--- config.mk ---
export PLATFORM = sky130hd
export DESIGN_NAME = alarm_clock_multi
export DESIGN_NICKNAME = d
export VERILOG_FILES = /design/src/rtl/alarm_clock_multi.sv
export SDC_FILE = /design/constraint.sdc
export NUM_CORES = 1
export LEC_CHECK = 0
export ABC_AREA = 1
export CAP_MARGIN = 20
export CORE_MARGIN = 3
export CORE_UTILIZATION = 40
export CTS_BUF_LIST = sky130_fd_sc_hd__clkbuf_4 sky130_fd_sc_hd__clkbuf_8 sky130_fd_sc_hd__clkbuf_16
export CTS_CLUSTER_SIZE = 24
export DETAILED_ROUTE_END_ITERATION = 8
export PLACE_DENSITY = 0.52
export SKIP_LAST_GASP = 1
export SLEW_MARGIN = 10
export SYNTH_ARGS = -nofsm -noshare
export SYNTH_HDL_FRONTEND = slang
export SYNTH_SLANG_ARGS = --single-unit
--- constraint.sdc ---
create_clock -name clk -period 6.9 [get_ports clk]
set_input_delay 1.035 -clock clk [delete_from_list [all_inputs] [get_ports clk]]
set_output_delay 1.035 -clock clk [all_outputs]
set_load 0.05 [all_outputs]
--- src/rtl/alarm_clock_multi.sv ---
// alarm_clock_multi: 24-hour timekeeper with NUM_ALARMS alarm slots, snooze,
// auto-timeout ringing and an optional 12-hour display format.
// Ports:
//   clk, rst                  system clock, synchronous active-high reset
//   btn_mode/next/up/down/snooze  single-cycle debounced button pulses
//   mode_12h                  display-only 12-hour format select
//   hr_tens..min_units        BCD display digits (time, or alarm edit_idx)
//   seconds                   binary seconds 0..59
//   pm                        12-hour mode and displayed hour >= 12
//   show_alarm, edit_field, edit_idx   edit status
//   alarm_en                  per-slot alarm enable
//   ringing, ring_idx, buzzer ring status (ring_idx 7 = snooze)
//   sec_tick                  one-cycle 1 Hz pulse
module alarm_clock_multi #(
   parameter int unsigned CLK_HZ     = 100000000,
   parameter int unsigned NUM_ALARMS = 4,
   parameter int unsigned SNOOZE_MIN = 5,
   parameter int unsigned RING_SEC   = 60
) (
   input  logic                  clk,
   input  logic                  rst,
   input  logic                  btn_mode,
   input  logic                  btn_next,
   input  logic                  btn_up,
   input  logic                  btn_down,
   input  logic                  btn_snooze,
   input  logic                  mode_12h,
   output logic [1:0]            hr_tens,
   output logic [3:0]            hr_units,
   output logic [2:0]            min_tens,
   output logic [3:0]            min_units,
   output logic [5:0]            seconds,
   output logic                  pm,
   output logic                  show_alarm,
   output logic [1:0]            edit_field,
   output logic [2:0]            edit_idx,
   output logic [NUM_ALARMS-1:0] alarm_en,
   output logic                  ringing,
   output logic [2:0]            ring_idx,
   output logic                  buzzer,
   output logic                  sec_tick
);

   localparam int unsigned PW       = (CLK_HZ > 1) ? $clog2(CLK_HZ) : 1;
   localparam int unsigned MAX_A    = 8;
   localparam logic [PW-1:0] PRE_TC = PW'(CLK_HZ - 1);
   localparam logic [7:0]  RING_TC  = 8'(RING_SEC - 1);
   localparam logic [10:0] SNZ_OFS  = 11'(SNOOZE_MIN);
   localparam logic [2:0]  LAST_IDX = 3'(NUM_ALARMS - 1);

   typedef enum logic [2:0] {
      S_RUN, S_SET_HR, S_SET_MIN, S_ALM_HR, S_ALM_MIN, S_RING
   } state_e;

   state_e                  state_q, state_d;
   logic [PW-1:0]           presc_q;
   logic                    tick_q;
   logic                    tick_w;
   logic [4:0]              hr_q, hr_d;
   logic [5:0]              min_q, min_d, sec_q, sec_d;
   logic [MAX_A-1:0][4:0]   ahr_q, ahr_d;
   logic [MAX_A-1:0][5:0]   amin_q, amin_d;
   logic [MAX_A-1:0]        en_q, en_d;
   logic [2:0]              idx_q, idx_d;
   logic [2:0]              ring_idx_q, ring_idx_d;
   logic [7:0]              rcnt_q, rcnt_d;
   logic                    snz_q, snz_d;
   logic [10:0]             snz_tgt_q, snz_tgt_d;

   logic [10:0]             mod_d;
   logic [10:0]             snz_sum;
   logic                    at_zero;
   logic                    hit;
   logic [2:0]              hit_idx;
   logic                    any_btn;

   logic [4:0]              disp_hr, disp_hr12;
   logic [5:0]              disp_min;

   function automatic logic [4:0] hr_step(input logic [4:0] v, input logic up);
      if (up) return (v == 5'd23) ? 5'd0 : v + 5'd1;
      else    return (v == 5'd0) ? 5'd23 : v - 5'd1;
   endfunction

   function automatic logic [5:0] min_step(input logic [5:0] v, input logic up);
      if (up) return (v == 6'd59) ? 6'd0 : v + 6'd1;
      else    return (v == 6'd0) ? 6'd59 : v - 6'd1;
   endfunction

   assign tick_w  = (presc_q == PRE_TC);
   assign any_btn = btn_mode | btn_next | btn_up | btn_down | btn_snooze;

   // Next-state, time advance, edits and match detection
   always_comb begin
      state_d    = state_q;
      idx_d      = idx_q;
      ring_idx_d = ring_idx_q;
      rcnt_d     = rcnt_q;
      snz_d      = snz_q;
      snz_tgt_d  = snz_tgt_q;
      ahr_d      = ahr_q;
      amin_d     = amin_q;
      en_d       = en_q;
      hr_d       = hr_q;
      min_d      = min_q;
      sec_d      = sec_q;
      hit        = 1'b0;
      hit_idx    = 3'd0;

      // Post-tick time; clock edit freezes time with seconds at zero
      if (state_q == S_SET_HR || state_q == S_SET_MIN) begin
         sec_d = 6'd0;
      end else if (tick_w) begin
         if (sec_q == 6'd59) begin
            sec_d = 6'd0;
            if (min_q == 6'd59) begin
               min_d = 6'd0;
               hr_d  = (hr_q == 5'd23) ? 5'd0 : hr_q + 5'd1;
            end else begin
               min_d = min_q + 6'd1;
            end
         end else begin
            sec_d = sec_q + 6'd1;
         end
      end

      mod_d   = 11'(hr_d) * 11'd60 + 11'(min_d);
      at_zero = tick_w && (sec_d == 6'd0);
      snz_sum = mod_d + SNZ_OFS;

      // Reverse scan so the lowest matching slot wins
      for (int i = int'(NUM_ALARMS) - 1; i >= 0; i--) begin
         if (en_q[i] && ahr_q[i] == hr_d && amin_q[i] == min_d) begin
            hit     = 1'b1;
            hit_idx = 3'(i);
         end
      end

      case (state_q)
         S_RUN: begin
            if (at_zero && (hit || (snz_q && mod_d == snz_tgt_q))) begin
               state_d    = S_RING;
               ring_idx_d = hit ? hit_idx : 3'd7;
               rcnt_d     = 8'd0;
            end else if (btn_mode) begin
               state_d = S_SET_HR;
               idx_d   = 3'd0;
            end
         end
         S_SET_HR, S_SET_MIN, S_ALM_HR, S_ALM_MIN: begin
            if (btn_mode) begin
               state_d = S_RUN;
               idx_d   = 3'd0;
            end else if (btn_next) begin
               case (state_q)
                  S_SET_HR:  state_d = S_SET_MIN;
                  S_SET_MIN: begin
                     state_d = S_ALM_HR;
                     idx_d   = 3'd0;
                  end
                  S_ALM_HR:  state_d = S_ALM_MIN;
                  default: begin
                     if (idx_q == LAST_IDX) begin
                        state_d = S_SET_HR;
                        idx_d   = 3'd0;
                     end else begin
                        state_d = S_ALM_HR;
                        idx_d   = idx_q + 3'd1;
                     end
                  end
               endcase
            end else if (btn_up || btn_down) begin
               case (state_q)
                  S_SET_HR:  hr_d = hr_step(hr_d, btn_up);
                  S_SET_MIN: min_d = min_step(min_d, btn_up);
                  S_ALM_HR:  ahr_d[idx_q] = hr_step(ahr_q[idx_q], btn_up);
                  default:   amin_d[idx_q] = min_step(amin_q[idx_q], btn_up);
               endcase
            end else if (btn_snooze && (state_q == S_ALM_HR || state_q == S_ALM_MIN)) begin
               en_d[idx_q] = ~en_q[idx_q];
            end
         end
         S_RING: begin
            // A button outranks the timeout when both land in one cycle
            if (any_btn) begin
               state_d = S_RUN;
               if (btn_snooze) begin
                  snz_d     = 1'b1;
                  snz_tgt_d = (snz_sum >= 11'd1440) ? snz_sum - 11'd1440 : snz_sum;
               end else begin
                  snz_d = 1'b0;
               end
            end else if (tick_w) begin
               if (rcnt_q == RING_TC) begin
                  state_d = S_RUN;
                  snz_d   = 1'b0;
               end else begin
                  rcnt_d = rcnt_q + 8'd1;
               end
            end
         end
         default: state_d = S_RUN;
      endcase
   end

   // State and datapath registers
   always_ff @(posedge clk) begin
      if (rst) begin
         state_q    <= S_RUN;
         presc_q    <= '0;
         tick_q     <= 1'b0;
         hr_q       <= 5'd0;
         min_q      <= 6'd0;
         sec_q      <= 6'd0;
         ahr_q      <= '0;
         amin_q     <= '0;
         en_q       <= '0;
         idx_q      <= 3'd0;
         ring_idx_q <= 3'd0;
         rcnt_q     <= 8'd0;
         snz_q      <= 1'b0;
         snz_tgt_q  <= 11'd0;
      end else begin
         state_q    <= state_d;
         presc_q    <= tick_w ? '0 : presc_q + PW'(1);
         tick_q     <= tick_w;
         hr_q       <= hr_d;
         min_q      <= min_d;
         sec_q      <= sec_d;
         ahr_q      <= ahr_d;
         amin_q     <= amin_d;
         en_q       <= en_d;
         idx_q      <= idx_d;
         ring_idx_q <= ring_idx_d;
         rcnt_q     <= rcnt_d;
         snz_q      <= snz_d;
         snz_tgt_q  <= snz_tgt_d;
      end
   end

   assign show_alarm = (state_q == S_ALM_HR) || (state_q == S_ALM_MIN);
   assign edit_field = (state_q == S_SET_HR  || state_q == S_ALM_HR)  ? 2'd1 :
                       (state_q == S_SET_MIN || state_q == S_ALM_MIN) ? 2'd2 : 2'd0;
   assign edit_idx   = idx_q;
   assign alarm_en   = en_q[NUM_ALARMS-1:0];
   assign ringing    = (state_q == S_RING);
   assign ring_idx   = ring_idx_q;
   assign buzzer     = ringing & ~sec_q[0];
   assign sec_tick   = tick_q;
   assign seconds    = sec_q;

   // Display source select and 12-hour mapping
   always_comb begin
      disp_hr   = show_alarm ? ahr_q[idx_q]  : hr_q;
      disp_min  = show_alarm ? amin_q[idx_q] : min_q;
      disp_hr12 = disp_hr;
      if (mode_12h) begin
         if (disp_hr == 5'd0)       disp_hr12 = 5'd12;
         else if (disp_hr > 5'd12)  disp_hr12 = disp_hr - 5'd12;
      end
   end

   assign pm        = mode_12h & (disp_hr >= 5'd12);
   assign hr_tens   = 2'(disp_hr12 / 5'd10);
   assign hr_units  = 4'(disp_hr12 % 5'd10);
   assign min_tens  = 3'(disp_min / 6'd10);
   assign min_units = 4'(disp_min % 6'd10);

endmodule

* After elaboration in Yosys (flattened, before gate mapping)
Index checks and enable logic that the tools add are counted.
Word-level totals: register bits 170, input port bits 8, output and inout bits 36
Operators by class: $add $sub $neg 18, $mul 1, divide/modulo/power cells 4, order comparisons 5, eq/ne operators 35, mux-type cells 102, bitwise logic cells 12, reductions and logical operators 43
Operator list (count):
- 6-bit two-way mux | 26
- 5-bit two-way mux | 27
- 48-bit bitwise mux | 1
- 3-bit two-way mux | 16
- 40-bit bitwise mux | 1
- 8-bit two-way mux | 4
- 27-bit by 1-bit adder with 27-bit output (second input constant) | 1
- 27-bit == test (second input constant) | 1
- 5-bit AND reduction | 5
- 6-bit by 1-bit adder with 6-bit output (second input constant) | 4
- 6-bit == test | 4
- 6-bit == test (second input constant) | 4
- 5-bit == test | 4
- 6-bit binary-select mux with 3-bit select | 1
- 6-bit demux with 3-bit select | 1
- 6-bit zero test | 3
- 3-bit case mux with 3 select lines | 2
- 8-bit case mux with 2 select lines | 1
- 5-bit by 1-bit adder with 5-bit output (second input constant) | 3
- 5-bit binary-select mux with 3-bit select | 1
- 5-bit demux with 3-bit select | 1
- 5-bit == test (second input constant) | 3
- 5-bit zero test | 3
- 1-bit logical AND | 13
- 46 further kinds | 90

* Depth between registers and ports, before layout
depth in word-level cells 17, mapped depth 40, depth with buffers taken out 39

* Worst setup path before layout
No wires, ideal clock.
path kind reg2reg, start register sec_q[0] (netlist: seconds[0]), end register rcnt_q[4], library setup time 0.109 ns, data arrival time 5.637 ns, required time 6.791 ns, path slack 1.154 ns, cell stages (with the launch flop) 33, cells stage by stage dfxtp_1 > ha_1 > nand2_1 > nor2_1 > nand2_1 > nor2_4 > buf_4 > nand4_1 > nand2_1 > buf_6 > inv_1 > fa_1 > fa_1 > fa_1 > inv_1 > ha_1 > inv_1 > o21ai_0 > nand2_1 > nor2_1 > xor2_1 > nor2_1 > nor2_1 > nor3b_1 > nand4_1 > nand2_2 > nand3_4 > nand2_1 > inv_2 > nand2_1 > nand2_1 > nand2_1 > inv_1
Between the ends: word-level cells in the longest chain between the ends 15, elaborated cells between the ends (all ways) 41
Ends and longest elaborated chain:
- start: declaration | RTL line 60 | logic [5:0] min_q, min_d, sec_q, sec_d;
- start signal: assignment | RTL line 214 | sec_q <= 6'd0;
- start signal: assignment | RTL line 229 | sec_q <= sec_d;
- branches (longest 12 deep; another with 11-bit by 6-bit adder with 11-bit output)
- 1-bit logical AND * | RTL line 141 | if (at_zero && (hit || (snz_q && mod_d == snz_tgt_q))) begin
- 2-bit != test (no line) *
- 5-bit AND reduction (no line) *
- end signal: assignment | RTL line 235 | rcnt_q <= rcnt_d;
- end: declaration | RTL line 66 | logic [7:0] rcnt_q, rcnt_d;
Every way passes the cells marked *. A chain may end at the register's enable or synchronous reset.

* Worst setup path after layout
start register idx_q[2] (netlist: edit_idx[2]), end output hr_units[1]
Between the ends: word-level cells in the longest chain between the ends 8, elaborated cells between the ends (all ways) 10
Ends and longest elaborated chain:
- start: declaration | RTL line 64 | logic [2:0] idx_q, idx_d;
- start signal: assignment | RTL line 233 | idx_q <= idx_d;
- 5-bit binary-select mux with 3-bit select * | RTL line 254 | disp_hr = show_alarm ? ahr_q[idx_q] : hr_q;
- 5-bit two-way mux (not written as such) * | RTL line 254
- 5-bit two-way mux * | RTL line 254
- 5-bit by 4-bit subtractor with 5-bit output or 5-bit by 4-bit greater-than comparator with 1-bit output (tied branches) | RTL line 259 | else if (disp_hr > 5'd12) disp_hr12 = disp_hr - 5'd12;
- 5-bit two-way mux | RTL line 259
- 5-bit two-way mux | RTL line 258 | if (disp_hr == 5'd0) disp_hr12 = 5'd12;
- 5-bit two-way mux * | RTL line 257 | if (mode_12h) begin
- 5-bit by 4-bit remainder unit with 5-bit output * | RTL line 265 | assign hr_units = 4'(disp_hr12 % 5'd10);
- end: declaration | RTL line 29 | output logic [3:0] hr_units,
Every way passes the cells marked *; elsewhere a longest branch is shown, timed or not. The select of a mux whose other input is x is not followed.

==> results.yml <==
outcome:
  outcome: "finished clean"
sta:
  setup_slack_ps: 387
  rsz0062_at_grt: "true"
  setup_tns_ps: 0
  fmax_mhz: 154
  tightest_slew_ps: 824
  layout_min_cycle_time_ps: 6510
  hold_viol: 0
  skew_ps: 20.1
  fin_crit_sh_pct: 94.4
  relSlewSlack_pct: 45.1
  slew_violations: 0
  setup_viol: 0
setup_path:
  path_class: "reg -> out"
  required_ps: 5860
  worstSetupEndpointType: "output port"
  cp.arrival_ps: 5480
  cp_max_fo: 9
  cp_slowest_cell: "clkdlybuf4s50_1"
  critPathMaxStageDelay_ps: 790
  cp_top_family: "simple AND/OR/NAND/NOR gates"
  worstSetupStartpoint: "edit_idx[2]"
  cp_common_cell: "nand2_1"
  r2r_start: "presc_q[0]"
  path_buf_inv: 3
  cp-start-kind: "flip-flop"
finish:
  area_growth_pct: 11.1
  finalNetCount: 2014
  fin_util_pct: 45.4
  layout-drive-gt1-share_pct: 6.98
  regArea_um2: 3400
  fillers: 3162
  multi_input_area_um2: 7350
  antennaDiodeCount: 0
floorplan:
  io_pins: 44
  std_cell_rows: 63
  die-area_um2: 32600
  die_x_um: 181
  start_util_pct: 40.8
  fp.dieH_um: 181
  core_um2: 29900
synthesis:
  synth-edff-count: 0
  synth_top_area_share_pct: 27.9
  yosysWarnings: 0
  avgSynthCellArea_um2: 6.38
  synthTopCellsByCount: "nand2_1 (377), inv_1 (295), nor2_1 (229), dfxtp_1 (170), o21ai_0 (149)"
  yosysSeqAreaShare_pct: 27.9
  yosysTopAreaCell: "dfxtp_1"
  synth.distinct_cells: 55
  synth_fp_nets: 1974
  syn_inst: 1912
  synth_seq_cells: 170
  ys.flop_type: "dfxtp_1"
  synth_area_leaders: "dfxtp_1 (28%), nand2_1 (12%), inv_1 (9.1%)"
  syn_area_um2: 12200
  async_reset_ff_share_pct: 0
  synth.most_common_cell: "nand2_1"
global_routing:
  grt_use_total_pct: 23.8
  grt_pass1_wl_mm: 62.5
  antenna_found_initial: 0
  overflow: 0
  first_global_vias: 11700
  grt_max_degree: 55
drt:
  wirelength_met1_mm: 18.8
  routed.top_layer: "met4"
  dr_wl_met2_mm: 17.2
  vias_per_cell: 5.21
  drcViolationCount: 0
  vias: 12300
  drtAntennaViolNets: 0
  met3_length_mm: 1.78
  drt_pass1_iterations: 5
  avgRoutedWirePerCell_um: 16.4
  postRouteWirelength_mm: 38.5
  drt_iter0_drc: 850
clocking:
  clock_path_buffers: 2
  cts_sinks: 170
  cts-htree-levels: 4
  path_clk_slew_ps: 70
  clk_latency_ps: 460
  cts_made_buffers: 17
  cts_root_buf: "clkbuf_16"
  cts_tree: "yes"
job:
  maxCapViolations: 0
place:
  pre_cts_ws_ps: 595
  hpwl_mm: 29.9
  place_congestion: 0.969
  portBuffers: 43
hold_path:
  hold_class: "reg -> reg"
  hp-start: "presc_q[0]"
power:
  power_density_nw_per_um2: 191
  power.leakage_uw: 0.00633
  peakVddDrop_uv: 179
-- per-stage QoR --
| step | hold slack (ps) | std cells | total power, uW | instance area [um2] |
|---|---|---|---|---|
| after floorplan | 418 | 1912 | 1490 | 12200 |
| after global placement | 431 | 2317 | 1700 | 13000 |
| after detailed placement | 435 | 2317 | 1700 | 13000 |
| after CTS | 451 | 2347 | 2610 | 13500 |
| after global routing | 462 | 2353 | 2720 | 13600 |
| final | 445 | 2353 | 2590 | 13600 |
-- final timing paths --
kind | endpoint | slack, ps | cells past startpoint
max reg2reg | rcnt_q[4] | 590 | 32
min reg2reg | presc_q[0] | 440 | 1
max | hr_units[1] | 390 | 26
min | presc_q[0] | 440 | 1
-- cells in the final DEF (no fill, tap or decap), types with 14 or more instances in the layout --
| cell type | instances |
|---|---|
| ha_1 | 46 |
| o22ai_1 | 31 |
| nand4_1 | 42 |
| nor3_1 | 22 |
| xor2_1 | 42 |
| o21ai_0 | 149 |
| inv_1 | 295 |
| xnor2_1 | 15 |
| nand3b_1 | 14 |
| clkdlybuf4s50_1 | 42 |
| nand3_1 | 133 |
| nand2_2 | 28 |
| inv_2 | 14 |
| dfxtp_1 | 169 |
| a21oi_1 | 135 |
| nand2_1 | 377 |
| o211ai_1 | 15 |
| buf_4 | 26 |
| nor2_1 | 229 |
| o21ai_1 | 14 |
| clkbuf_16 | 17 |
-- timing repair --
item,CTS,global route
hold buffers,0,0
endpoints found under the setup margin,0,9
resized for setup,0,2
buffers inserted,0,5
-- sequential cells by signal (all words and copies together), names as in the netlist --
register and cells:
ahr_q 40, snz_q 1, rcnt_q 8, snz_tgt_q 11, sec_tick 1, amin_q 48
presc_q 27, hr_q 5, edit_idx 3, ring_idx 3, seconds 6, state_q 3
en_q 8, min_q 6
-- routing by layer --
| layer | GRT usage (%) | vias to the layer above |
|---|---|---|
| met5 | 0 | - |
| met4 | 7.18 | 0 |
| met3 | 3.67 | 41 |
| met2 | 38.4 | 292 |
| met1 | 32.7 | 5602 |
| li1 | - | 6316 |
-- area by class of cell --
class,count,share of cell area [%]
multi-input cells,1384,54.2
flip-flops and latches,170,25.1
inverters,309,8.56
repair buffers,70,4.62
well taps,390,3.60
clock buffers,18,3.19
clock inverters,12,0.692
-- logic make-up (layout without fill, tap and decap cells) --
family,after synthesis,in the layout,share of synthesized area [%]
AOI/OAI and AO/OA,379,379,17.1
buffers and inverters,358,409,11.9
adders and majority gates,54,54,6.03
and+or+nand+nor,894,894,33.0
xor gates and xnor gates,57,57,4.09
DFF,170,170,27.9
-- worst register-to-register path: cells and delay by family, from the launching register on --
kind	cells	cell delay, ps
simple gates	20	2900
fa+ha+maj	5	2080
compound gates	1	210
buf+inv	5	350
xor+xnor	1	330
flops	1	350
-- where the power goes --
group          leakage [uW]  internal (uW)  switching [uW]
logic               0.00472            191             481
clock network      0.000241            464             442
registers           0.00137            991            16.0
total               0.00633           1650             940
Note: power is estimated with default switching activity, not from simulation.
